===== src/rtl/uart_tx_arbiter_pkg.sv =====
// Shared types and constants for the UART transmit arbiter.
// Holds the arbiter state encoding and the grant-index width rule.
package uart_arb_pkg;

    typedef enum logic {
        ARB_IDLE   = 1'b0,
        ARB_LOCKED = 1'b1
    } arb_state_t;

    localparam int ARB_TIMEOUT_DEFAULT = 65535;

    // grant_id is never narrower than one bit, even with two requesters
    function automatic int arb_id_width(input int num_req);
        return (num_req <= 2) ? 1 : $clog2(num_req);
    endfunction

endpackage


===== src/rtl/uart_tx_arbiter_if.sv =====
// Requester-side and serializer-side byte streams of the UART transmit arbiter.
// The arbiter uses the slave view; whoever drives the requesters uses the master view.
interface uart_tx_arbiter_if #(
    parameter int NUM_REQ = 2,
    parameter int ID_W    = 1
);
    logic [NUM_REQ-1:0]   req_valid;
    logic [8*NUM_REQ-1:0] req_data;
    logic [NUM_REQ-1:0]   req_last;
    logic [NUM_REQ-1:0]   req_ready;
    logic                 tx_valid;
    logic [7:0]           tx_data;
    logic                 tx_ready;
    logic                 busy;
    logic [ID_W-1:0]      grant_id;
    logic                 timeout_evt;

    modport slave (
        input  req_valid, req_data, req_last, tx_ready,
        output req_ready, tx_valid, tx_data, busy, grant_id, timeout_evt
    );

    modport master (
        output req_valid, req_data, req_last, tx_ready,
        input  req_ready, tx_valid, tx_data, busy, grant_id, timeout_evt
    );
endinterface


===== src/rtl/uart_tx_arbiter_rr_picker.sv =====
// Combinational round-robin pick: first asserted request at or after rr_ptr,
// wrapping around the requester count.
module uart_rr_picker
    import uart_arb_pkg::*;
#(
    parameter int NUM_REQ = 2,
    parameter int ID_W    = arb_id_width(NUM_REQ)
) (
    input  logic [NUM_REQ-1:0] req,
    input  logic [ID_W-1:0]    rr_ptr,
    output logic [ID_W-1:0]    pick,
    output logic               any_req
);
    logic [NUM_REQ-1:0] rot;
    logic [ID_W-1:0]    offset;
    logic [ID_W:0]      sum;

    always_comb begin
        // rotate so bit 0 is the requester rr_ptr points at
        rot     = NUM_REQ'({req, req} >> rr_ptr);
        offset  = '0;
        any_req = |req;
        for (int i = NUM_REQ - 1; i >= 0; i--) begin
            if (rot[i]) begin
                offset = ID_W'(i);
            end
        end
        sum = {1'b0, rr_ptr} + {1'b0, offset};
        if (sum >= (ID_W+1)'(NUM_REQ)) begin
            sum = sum - (ID_W+1)'(NUM_REQ);
        end
        pick = sum[ID_W-1:0];
    end

endmodule


===== src/rtl/uart_tx_arbiter.sv =====
// Message-level round-robin arbiter sharing one UART serializer byte input
// between several requesters, with an optional idle timeout on the holder.
//
// state      | meaning
// -----------+-------------------------------------------------------------
// ARB_IDLE   | no grant held; outputs quiet; pick next requester if any
// ARB_LOCKED | grant_id owns the serializer until a last byte or a timeout
module uart_tx_arbiter
    import uart_arb_pkg::*;
#(
    parameter int NUM_REQ     = 2,
    parameter int ID_W        = 1,
    parameter int TIMEOUT_CYC = ARB_TIMEOUT_DEFAULT
) (
    input logic              core_clk,
    input logic              core_rstn,
    uart_tx_arbiter_if.slave bus
);
    localparam bit              TO_EN    = (TIMEOUT_CYC > 0);
    localparam int              CNT_W    = (TIMEOUT_CYC <= 2) ? 1 : $clog2(TIMEOUT_CYC);
    localparam logic [CNT_W-1:0] CNT_LAST = CNT_W'(TO_EN ? TIMEOUT_CYC - 1 : 0);
    localparam logic [ID_W-1:0]  LAST_ID  = ID_W'(NUM_REQ - 1);

    arb_state_t       state;
    arb_state_t       state_nx;
    logic [ID_W-1:0]  rr_ptr;
    logic [ID_W-1:0]  rr_nx;
    logic [ID_W-1:0]  grant_id;
    logic [ID_W-1:0]  pick;
    logic [CNT_W-1:0] idle_cnt;
    logic             any_req;
    logic             timeout_evt;
    logic             g_valid;
    logic             g_last;
    logic [7:0]       g_data;
    logic             handshake;
    logic             fire;
    logic             release_grant;

    uart_rr_picker #(
        .NUM_REQ (NUM_REQ),
        .ID_W    (ID_W)
    ) u_picker (
        .req     (bus.req_valid),
        .rr_ptr  (rr_ptr),
        .pick    (pick),
        .any_req (any_req)
    );

    always_comb begin
        g_valid = 1'b0;
        g_last  = 1'b0;
        g_data  = 8'h00;
        for (int i = 0; i < NUM_REQ; i++) begin
            if (grant_id == ID_W'(i)) begin
                g_valid = bus.req_valid[i];
                g_last  = bus.req_last[i];
                g_data  = bus.req_data[8*i +: 8];
            end
        end
    end

    always_comb begin
        state_nx      = state;
        rr_nx         = rr_ptr;
        handshake     = 1'b0;
        fire          = 1'b0;
        release_grant = 1'b0;
        bus.tx_valid  = 1'b0;
        bus.tx_data   = 8'h00;
        bus.req_ready = '0;
        case (state)
            ARB_IDLE: begin
                if (any_req) begin
                    state_nx = ARB_LOCKED;
                end
            end
            ARB_LOCKED: begin
                bus.tx_valid = g_valid;
                bus.tx_data  = g_valid ? g_data : 8'h00;
                for (int i = 0; i < NUM_REQ; i++) begin
                    bus.req_ready[i] = (grant_id == ID_W'(i)) && bus.tx_ready;
                end
                handshake = g_valid && bus.tx_ready;
                // a timeout needs req_valid low, so it never coincides with a last handshake
                fire          = TO_EN && !g_valid && (idle_cnt == CNT_LAST);
                release_grant = (handshake && g_last) || fire;
                if (release_grant) begin
                    state_nx = ARB_IDLE;
                    rr_nx    = (grant_id == LAST_ID) ? '0 : grant_id + 1'b1;
                end
            end
            default: begin
                state_nx = ARB_IDLE;
            end
        endcase
    end

    always_ff @(posedge core_clk or negedge core_rstn) begin
        if (!core_rstn) begin
            state       <= ARB_IDLE;
            rr_ptr      <= '0;
            grant_id    <= '0;
            idle_cnt    <= '0;
            timeout_evt <= 1'b0;
        end else begin
            state       <= state_nx;
            rr_ptr      <= rr_nx;
            timeout_evt <= fire;
            if (state == ARB_IDLE) begin
                if (any_req) begin
                    grant_id <= pick;
                    idle_cnt <= '0;
                end
            end else if (TO_EN) begin
                // a stalled serializer with valid data holds the count
                if (handshake) begin
                    idle_cnt <= '0;
                end else if (!g_valid && (idle_cnt != '1)) begin
                    idle_cnt <= idle_cnt + 1'b1;
                end
            end
        end
    end

    assign bus.busy        = (state == ARB_LOCKED);
    assign bus.grant_id    = grant_id;
    assign bus.timeout_evt = timeout_evt;

endmodule


===== src/flat_wrapper.sv =====
// flat-port wrapper written by rule: the top's interface ports become plain ports
module uart_tx_arbiter_flat import uart_arb_pkg::*;
#(
    parameter int NUM_REQ     = 2,
    parameter int ID_W        = 1,
    parameter int TIMEOUT_CYC = ARB_TIMEOUT_DEFAULT
)
  (core_clk, core_rstn, bus_req_valid, bus_req_data, bus_req_last, bus_tx_ready, bus_req_ready, bus_tx_valid, bus_tx_data, bus_busy, bus_grant_id, bus_timeout_evt);
  uart_tx_arbiter_if #(.NUM_REQ(NUM_REQ), .ID_W(ID_W)) bus_i ();
  input logic core_clk;
  input logic core_rstn;
  input wire logic [$bits(bus_i.req_valid)-1:0] bus_req_valid;
  input wire logic [$bits(bus_i.req_data)-1:0] bus_req_data;
  input wire logic [$bits(bus_i.req_last)-1:0] bus_req_last;
  input wire logic [$bits(bus_i.tx_ready)-1:0] bus_tx_ready;
  output wire logic [$bits(bus_i.req_ready)-1:0] bus_req_ready;
  output wire logic [$bits(bus_i.tx_valid)-1:0] bus_tx_valid;
  output wire logic [$bits(bus_i.tx_data)-1:0] bus_tx_data;
  output wire logic [$bits(bus_i.busy)-1:0] bus_busy;
  output wire logic [$bits(bus_i.grant_id)-1:0] bus_grant_id;
  output wire logic [$bits(bus_i.timeout_evt)-1:0] bus_timeout_evt;
  assign bus_i.req_valid = bus_req_valid;
  assign bus_i.req_data = bus_req_data;
  assign bus_i.req_last = bus_req_last;
  assign bus_i.tx_ready = bus_tx_ready;
  assign bus_req_ready = bus_i.req_ready;
  assign bus_tx_valid = bus_i.tx_valid;
  assign bus_tx_data = bus_i.tx_data;
  assign bus_busy = bus_i.busy;
  assign bus_grant_id = bus_i.grant_id;
  assign bus_timeout_evt = bus_i.timeout_evt;
  uart_tx_arbiter #(.NUM_REQ(NUM_REQ), .ID_W(ID_W), .TIMEOUT_CYC(TIMEOUT_CYC)) u_core (.core_clk(core_clk), .core_rstn(core_rstn), .bus(bus_i));
endmodule

===== config.mk =====
export PLATFORM = sky130hd
export DESIGN_NAME = uart_tx_arbiter_flat
export DESIGN_NICKNAME = d
export VERILOG_FILES = /design/src/rtl/uart_tx_arbiter_pkg.sv /design/src/rtl/uart_tx_arbiter_if.sv /design/src/rtl/uart_tx_arbiter_rr_picker.sv /design/src/rtl/uart_tx_arbiter.sv /design/src/flat_wrapper.sv
export SDC_FILE = /design/constraint.sdc
export NUM_CORES = 1
export LEC_CHECK = 0
export BUFFER_PORTS_ARGS = -buffer_cell sky130_fd_sc_hd__buf_2
export CORE_UTILIZATION = 31
export CTS_CLUSTER_SIZE = 14
export DETAILED_ROUTE_END_ITERATION = 12
export PLACE_DENSITY = 0.6
export SETUP_SLACK_MARGIN = 0.02
export SYNTH_ARGS = -nofsm -noshare
export SYNTH_HDL_FRONTEND = slang
export SYNTH_SLANG_ARGS = --single-unit

===== constraint.sdc =====
create_clock -name core_clk -period 1.5 [get_ports core_clk]
set_input_delay 0.15 -clock core_clk [delete_from_list [all_inputs] [get_ports core_clk]]
set_output_delay 0.15 -clock core_clk [all_outputs]
set_load 0.05 [all_outputs]

==> results by group, run 1 <==
Finish
  – Multi-input combinational cell area: between 1000 and 1500 sq um
  – Share of layout cells above drive strength 1: 0.6250
  – Filler cells: 350
  – ANT cells: 0
  – Non-Filler Instances: approximately 290
  – Register Area: between 500 and 600 sq um
  – Util after Layout: 0.5799
  – Post-layout nets: between 200 and 300
  – Area delta synth->final: 76.68%

Place
  – Placed Cells: roughly 280
  – GP Congestion: about 0.8
  – I/O Buffers: 36
  – DP HPWL: 2.965 mm

Status
  – Status: finished with violations
  – Violated checks: negative setup slack

STA
  – Fmax: 609.8 MHz
  – Final setup skew: between 0.009 and 0.01 ns
  – Final Max Slew Viols: 0
  – Slew headroom: 0.6795
  – Ratio of final minimum period to clock period: 1.093
  – RSZ-0062 raised after global routing: yes
  – Fin crit period: about 1.6 ns
  – Worst setup margin: -0.1398 ns
  – Final Hold Viols: 0
  – Final setup viols: 24
  – Worst Tran Pin Value: around 0.48 ns

Global routing
  – Initial antenna violation count: 0
  – Number of global-route vias before repair: approximately 1500
  – Pin count of the biggest net entering global routing: 21
  – Total GRT Usage: 0.1801
  – Congestion Overflow GR: 0
  – First-pass GRT wire length: 7.120 mm

Setup path
  – CP Launch Type: register
  – Worst R2R Setup Slack: -0.11 ns
  – Critical Path AT: 1.49 ns
  – CP required: approximately 1.4 ns
  – Nature of the critical path endpoint: output port
  – Crit Path Category: register to output port
  – Max Fanout on Critical Path: 5

Drt
  – Routed WL: between 4 and 5 mm
  – DR iter-0 viols: approximately 110
  – Post-DR vias/cell: approximately 5.2
  – ANT nets after route: 0
  – Drt pass-1 iters: 4
  – Routed length per instance: 15.42 microns
  – DR DRC count: 0
  – DR vias: between 1500 and 2000

Logic synthesis
  – Cells after Synth: approximately 160
  – Ys Warns: 0
  – Async S/R FF share, synth: 1.000
  – Mean Syn Cell Area: 9.288 sq um
  – Syn_nets: 181
  – Ys flop type: dfrtp_1
  – Mapped Area: around 1400 sq um
  – Number of synthesized flops with an enable pin: 0
  – Seq/Total Area, Yosys: 0.3454
  – Synth cell types: between 40 and 50
  – FF+latch count, synth: 20

Clocking
  – Clock Sinks: 20
  – Root buffer cell: clkbuf_8
  – H-tree depth: 1
  – Clock Latency Late Sink: between 0.2 and 0.3 ns
  – CTS tree: yes
  – TritonCTS Buffers: 3
  – Max Root-Sink Buffers: 2
  – Clock transition at the registers of the reported paths: approximately 0.090 ns

Pwr
  – Internal: between 1.5 and 2 mW
  – Power Dens Cells: between 1000 and 1500 nW/um^2
  – Switching part of the total: 0.4432
  – Sequential share of power: 0.201
  – NetSw: about 1.5 mW
  – Comb pwr share: 0.671
  – Max rail drop VDD: around 0.00092 V
  – Clock share of power: 0.128
  – Leak Pwr: between 1 and 1.5 nW
  – Pwr Total: roughly 3.4 mW

Floorplan
  – Row cnt: 24
  – Initial Util: 0.3282
  – Chip Width: slightly above 70 microns
  – Core Region: around 4400 sq um
  – Number of I/O pins: 37
  – Die Ht: ~70 microns
  – Die area: between 4000 and 5000 sq um

Job
  – MaxCap Viol Count: 0

Min path
  – HP Class: primary input to register
synth_stat cells, types with 3 or more instances:
cell type / number / share of area
nor2_1: 11 / 0.028
nor3_2: 3 / 0.021
o21ai_0: 5 / 0.017
inv_1: 7 / 0.018
nand4_1: 6 / 0.026
dfrtp_1: 20 / 0.35
o2111ai_1: 4 / 0.024
mux2i_1: 16 / 0.11
nand2_1: 9 / 0.023
nor4_1: 3 / 0.013
a21oi_1: 5 / 0.017
o31ai_1: 4 / 0.021
nand3_1: 16 / 0.055
or4_1: 4 / 0.021
and3_1: 3 / 0.013
nor3_1: 4 / 0.014
metrics by stage:
stage | instance area, sq um | hold WS, ns | setup TNS, ns | worst slack, ns
after floorplan | 1588 | -0.1456 | -5.416 | -0.2615
after global placement | 2053 | 0.1332 | -0.8435 | -0.1402
after detailed placement | 2053 | 0.1383 | -1.210 | -0.1711
after CTS | 2422 | 0.1436 | -1.840 | -0.1251
after global routing | 2560 | 0.1851 | -3.841 | -0.1901
final | 2560 | 0.1628 | -2.008 | -0.1398
worst paths after layout:
path	to	depth (start not counted)	from
max	bus_tx_data[0]	5	u_core.bus.grant_id
min	u_core.bus.grant_id	2	bus_req_valid[0]
max reg2reg	u_core.idle_cnt[13]	6	u_core.idle_cnt[0]
min reg2reg	u_core.rr_ptr	2	u_core.rr_ptr
max in group asynchronous	u_core.bus.busy	2	core_rstn
min in group asynchronous	u_core.bus.timeout_evt	2	core_rstn
routing by layer:
metal | global-route usage | share of wire
met2 | 0.2931 | 0.51
met3 | 0.03175 | 0.048
met5 | 0 | 0
met4 | 0.02000 | 0.0029
met1 | 0.2561 | 0.44
final cells by class:
class	instances	area share
Clock buffer	4	0.02151
Inverter	7	0.01124
Multi-Input combinational cell	120	0.4565
Sequential cell	20	0.1965
Tap cell	52	0.02542
Timing Repair Buffer	89	0.2889
sequential cells by signal, indices dropped and copies added (netlist names):
signal,count
u_core.bus.busy,1
u_core.bus.grant_id,1
u_core.bus.timeout_evt,1
u_core.rr_ptr,1
u_core.idle_cnt,16
layout by cell type, fill, tap and decap left out, types with 3 or more instances in the layout:
cell,n
buf_6,19
inv_1,6
clkbuf_8,4
and3_2,4
o2111ai_1,3
nor2_4,8
nor4_2,3
mux2i_4,9
buf_2,25
dfrtp_1,18
buf_4,39
a21oi_1,4
nand4_1,6
mux2i_1,8
o21ai_2,3
nand2_1,8
o31ai_1,3
nor3_4,3
nand3_1,15
power groups by stage:
stage               sequential, mW  clock, mW  combinational [mW]
CTS                          0.690      0.443                2.20
detailed placement           0.698          0                1.63
global route                 0.700      0.459                2.44
floorplan                    0.753          0                1.15
global placement             0.695          0                1.61
finish                       0.691      0.438                2.31
cells by family after synthesis:
family / count (synthesis) / share of synthesized area
and+or+nand+nor: 77 / 0.3264
muxes: 17 / 0.1261
DFF: 20 / 0.3454
adders and majority gates: 2 / 0.01727
AOI/OAI and AO/OA: 24 / 0.1097
buffers and inverters: 16 / 0.07513
what timing repair did:
item	4_1_cts	5_1_grt
pin swaps	8	9
cloned	1	1
endpoints found under the setup margin	27	29
hold buffers	1	0
resized for setup	55	24
buffers inserted	6	5
hold endpoints to repair	20	0
critical path: stages (launching register included):
cell      delay (ns)
dfrtp_2         0.44
mux2i_4         0.19
nand2b_4        0.18
buf_12          0.16
nor2_4          0.08
buf_6           0.16
Note: power is estimated with default switching activity, not from simulation.
==> run 2, diff against run 1 <==
--- a/config.mk
+++ b/config.mk
@@ -9,8 +9,9 @@
 export CORE_UTILIZATION = 31
 export CTS_CLUSTER_SIZE = 14
 export DETAILED_ROUTE_END_ITERATION = 12
-export PLACE_DENSITY = 0.6
+export PLACE_DENSITY = 0.61
 export SETUP_SLACK_MARGIN = 0.02
 export SYNTH_ARGS = -nofsm -noshare
 export SYNTH_HDL_FRONTEND = slang
+export SYNTH_HIERARCHICAL = 1
 export SYNTH_SLANG_ARGS = --single-unit
==> run 2 against run 1 <==
Effect of this change:
- the run still ends with negative setup slack left
- global-route usage grew 0.88 points
- final cell count down 6.5%
- sequential share of layout area up 2.6 points
- routed wire length decreased by 10%
- combinational power increased by 3%
- design area is 12% lower
- sequential power is 4.8% higher
- die area down 8.4%
- fmax shrank 13%
- setup slack worse by 0.24 ns
- critical path depth stayed put
- critical path type is now register to register
- highest routed layer unchanged
==> results by group, run 2 <==
Place
  – Placed cell areas: 1914 sq um
  – DP HPWL: 2.772 mm
  – GP Congestion: approximately 0.80
  – I/O Buffers: 36

Finish
  – ANT cells: 0
  – Design Area, Final: 2265 sq um
  – Most frequent cells in the layout: buf_4 (34), buf_2 (26), a31oi_1 (20), dfrtp_1 (17), buf_6 (14)
  – Share of layout cells above drive strength 1: 0.5605
  – Area delta synth->final: 71.08%
  – Max FFs per register: 16
  – Most common cell after layout, fill and taps aside: buf_4
  – Post-layout nets: between 200 and 250
  – Util after Layout: 0.5581
  – Top reg by flops: u_core/idle_cnt

STA
  – Fmax: ~530 MHz
  – Final Max Slew Viols: 0
  – Slew headroom: 0.6956
  – Fin crit period: between 1.5 and 2 ns
  – Final Hold Viols: 0
  – Worst Tran Pin Value: ~0.46 ns
  – Final setup viols: 26
  – RSZ-0062 raised after global routing: yes
  – Worst setup margin: -0.3751 ns
  – Final setup skew: between 0.004 and 0.005 ns
  – Setup tns final: -6.200 ns
  – Ratio of final minimum period to clock period: 1.250
  – Final hold slack: around 0.32 ns

Logic synthesis
  – Async S/R FF share, synth: 1.000
  – Top-count cell post-synth: a31oi_1
  – Synth top area share: 0.3781
  – Synth cell types: 34
  – Ys Warns: 6
  – Synth Area in Compound Gates: 0.1957
  – Synth top cells by count: a31oi_1 (26), dfrtp_1 (20), nor2_1 (15)
  – FF+latch count, synth: 20
  – Seq/Total Area, Yosys: 0.3781
  – Syn_nets: between 150 and 200
  – Ys flop type: dfrtp_1
  – Mean Syn Cell Area: roughly 9 sq um
  – Cells after Synth: between 100 and 150
  – Multiplexer share of the synthesized area: 0.1115
  – Area contributors post-synth: dfrtp_1 (38%), a31oi_1 (12%), mux2i_1 (8.3%)
  – Synth Area in XOR/XNOR: 0
  – Mapped Area: about 1300 sq um
  – Simple-gate share of the synthesized area: 0.2580
  – Main combinational cell family by area after synthesis: simple AND/OR/NAND/NOR gates
  – Adder-Cell Fraction of Synth Area: 0.01890
  – Post-synth top area cell: dfrtp_1
  – Number of synthesized flops with an enable pin: 0

Clocking
  – Max Root-Sink Buffers: 2
  – H-tree depth: 1
  – Clock transition at the registers of the reported paths: around 0.080 ns
  – TritonCTS Buffers: 3
  – CTS tree: yes
  – Clock Sinks: 20
  – Root buffer cell: clkbuf_8
  – Clock Latency Late Sink: approximately 0.26 ns

Global routing
  – Initial antenna violation count: 0
  – Pin count of the biggest net entering global routing: 21
  – Congestion Overflow GR: 0
  – Total GRT Usage: 0.1889
  – Number of global-route vias before repair: 1440
  – First-pass GRT wire length: 6.430 mm

Floorplan
  – Die area: around 4500 sq um
  – Number of I/O pins: 37
  – Die Ht: about 67 microns
  – Initial Util: 0.3262
  – Row cnt: 23
  – Chip Width: ~67 microns
  – Core Region: roughly 4100 sq um

Setup path
  – Delay-heaviest family, CP: simple AND/OR/NAND/NOR gates
  – Nature of the critical path endpoint: register
  – Crit Path Category: register to register
  – Crit path buf inv count: 0
  – Max stage delay on crit path: roughly 0.44 ns
  – Worst-path cell chain: ha_2 -> nand3_2 -> or4_4 -> a211o_4 -> mux2_4
  – CP required: between 1.5 and 2 ns
  – Critical Path AT: approximately 2.0 ns
  – Slowest cell on the critical path: or4_4
  – CP Launch Type: register
  – Max Fanout on Critical Path: 3

Min path
  – HP Class: primary input to register

Drt
  – Drt pass-1 iters: 4
  – Routed length per instance: 14.80 microns
  – Routed WL: approximately 4 mm
  – Post-DR vias/cell: approximately 5.3
  – DR DRC count: 0
  – ANT nets after route: 0
  – DR vias: about 1500
  – DR iter-0 viols: 76

Pwr
  – Pwr Total: around 3.5 mW
  – Max rail drop VDD: approximately 0.0011 V
  – Leak Pwr: between 1 and 1.5 nW
  – Power Dens Cells: approximately 1500 nW/um^2

Job
  – MaxCap Viol Count: 0

Status
  – Violated checks: negative setup slack
  – Status: finished with violations
==> run 2: final cells by class <==
class                           instances  area (sq um)
Clock buffer                            4         45.04
Fill cell                             339          1793
Inverter                                3         13.76
Multi-Input combinational cell        119          1051
Sequential cell                        20         504.2
Tap cell                               50         62.56
Timing Repair Buffer                   77         588.1
==> run 2: worst paths after layout <==
path / from / to / slack (ns) / cells past startpoint
worst min-delay path: bus_req_valid[0] / u_core/bus.busy / 0.32 / 4
worst max-delay path: u_core/idle_cnt[0] / u_core/idle_cnt[1] / -0.38 / 5
min in group asynchronous: core_rstn / u_core/idle_cnt[13] / 0.37 / 2
worst max register to register: u_core/idle_cnt[0] / u_core/idle_cnt[1] / -0.38 / 5
max in group asynchronous: core_rstn / u_core/idle_cnt[4] / 0.79 / 2
worst min register to register: u_core/rr_ptr / u_core/rr_ptr / 0.58 / 2
==> run 2: what timing repair did <==
action                     in CTS  in global routing
pin swaps                      13                  4
cloned                          1                  0
hold buffers                    1                  0
hold endpoints to repair       20                  0
setup buffers                   7                  3
setup endpoints to repair      27                 29
resized for setup              32                 21
==> run 2: where the power goes <==
part	internal [mW]	switching, mW	total [mW]
Combinational	1.05	1.35	2.39
Clock	0.189	0.179	0.368
Sequential	0.638	0.0862	0.724
==> run 2: cell families after synthesis <==
| group | Yosys count |
|---|---|
| and+or+nand+nor | 63 |
| AOI/OAI and AO/OA | 39 |
| DFF | 20 |
| muxes | 14 |
| buffers and inverters | 11 |
| adders and majority gates | 2 |
==> run 2: worst register-to-register path: stages (launching register included) <==
cell,delay (ns)
dfrtp_1,0.37
ha_2,0.20
nand3_2,0.09
or4_4,0.44
a211o_4,0.36
mux2_4,0.30
==> run 2: per-layer routing <==
metal | GRT usage | vias up | wire, microns
met3 | 0.02365 | 4 | 140
li1 | - | 715 | -
met1 | 0.2220 | 702 | 1722
met4 | 0.06649 | 0 | 42
met2 | 0.3475 | 37 | 2135
met5 | 0 | - | 0
==> run 2: metrics by stage <==
step / instances / setup slack (ns)
floorplan: 149 / -0.4199
global placement: 260 / -0.3138
detailed placement: 260 / -0.3660
CTS: 272 / -0.3501
global route: 273 / -0.4030
finish: 273 / -0.3751
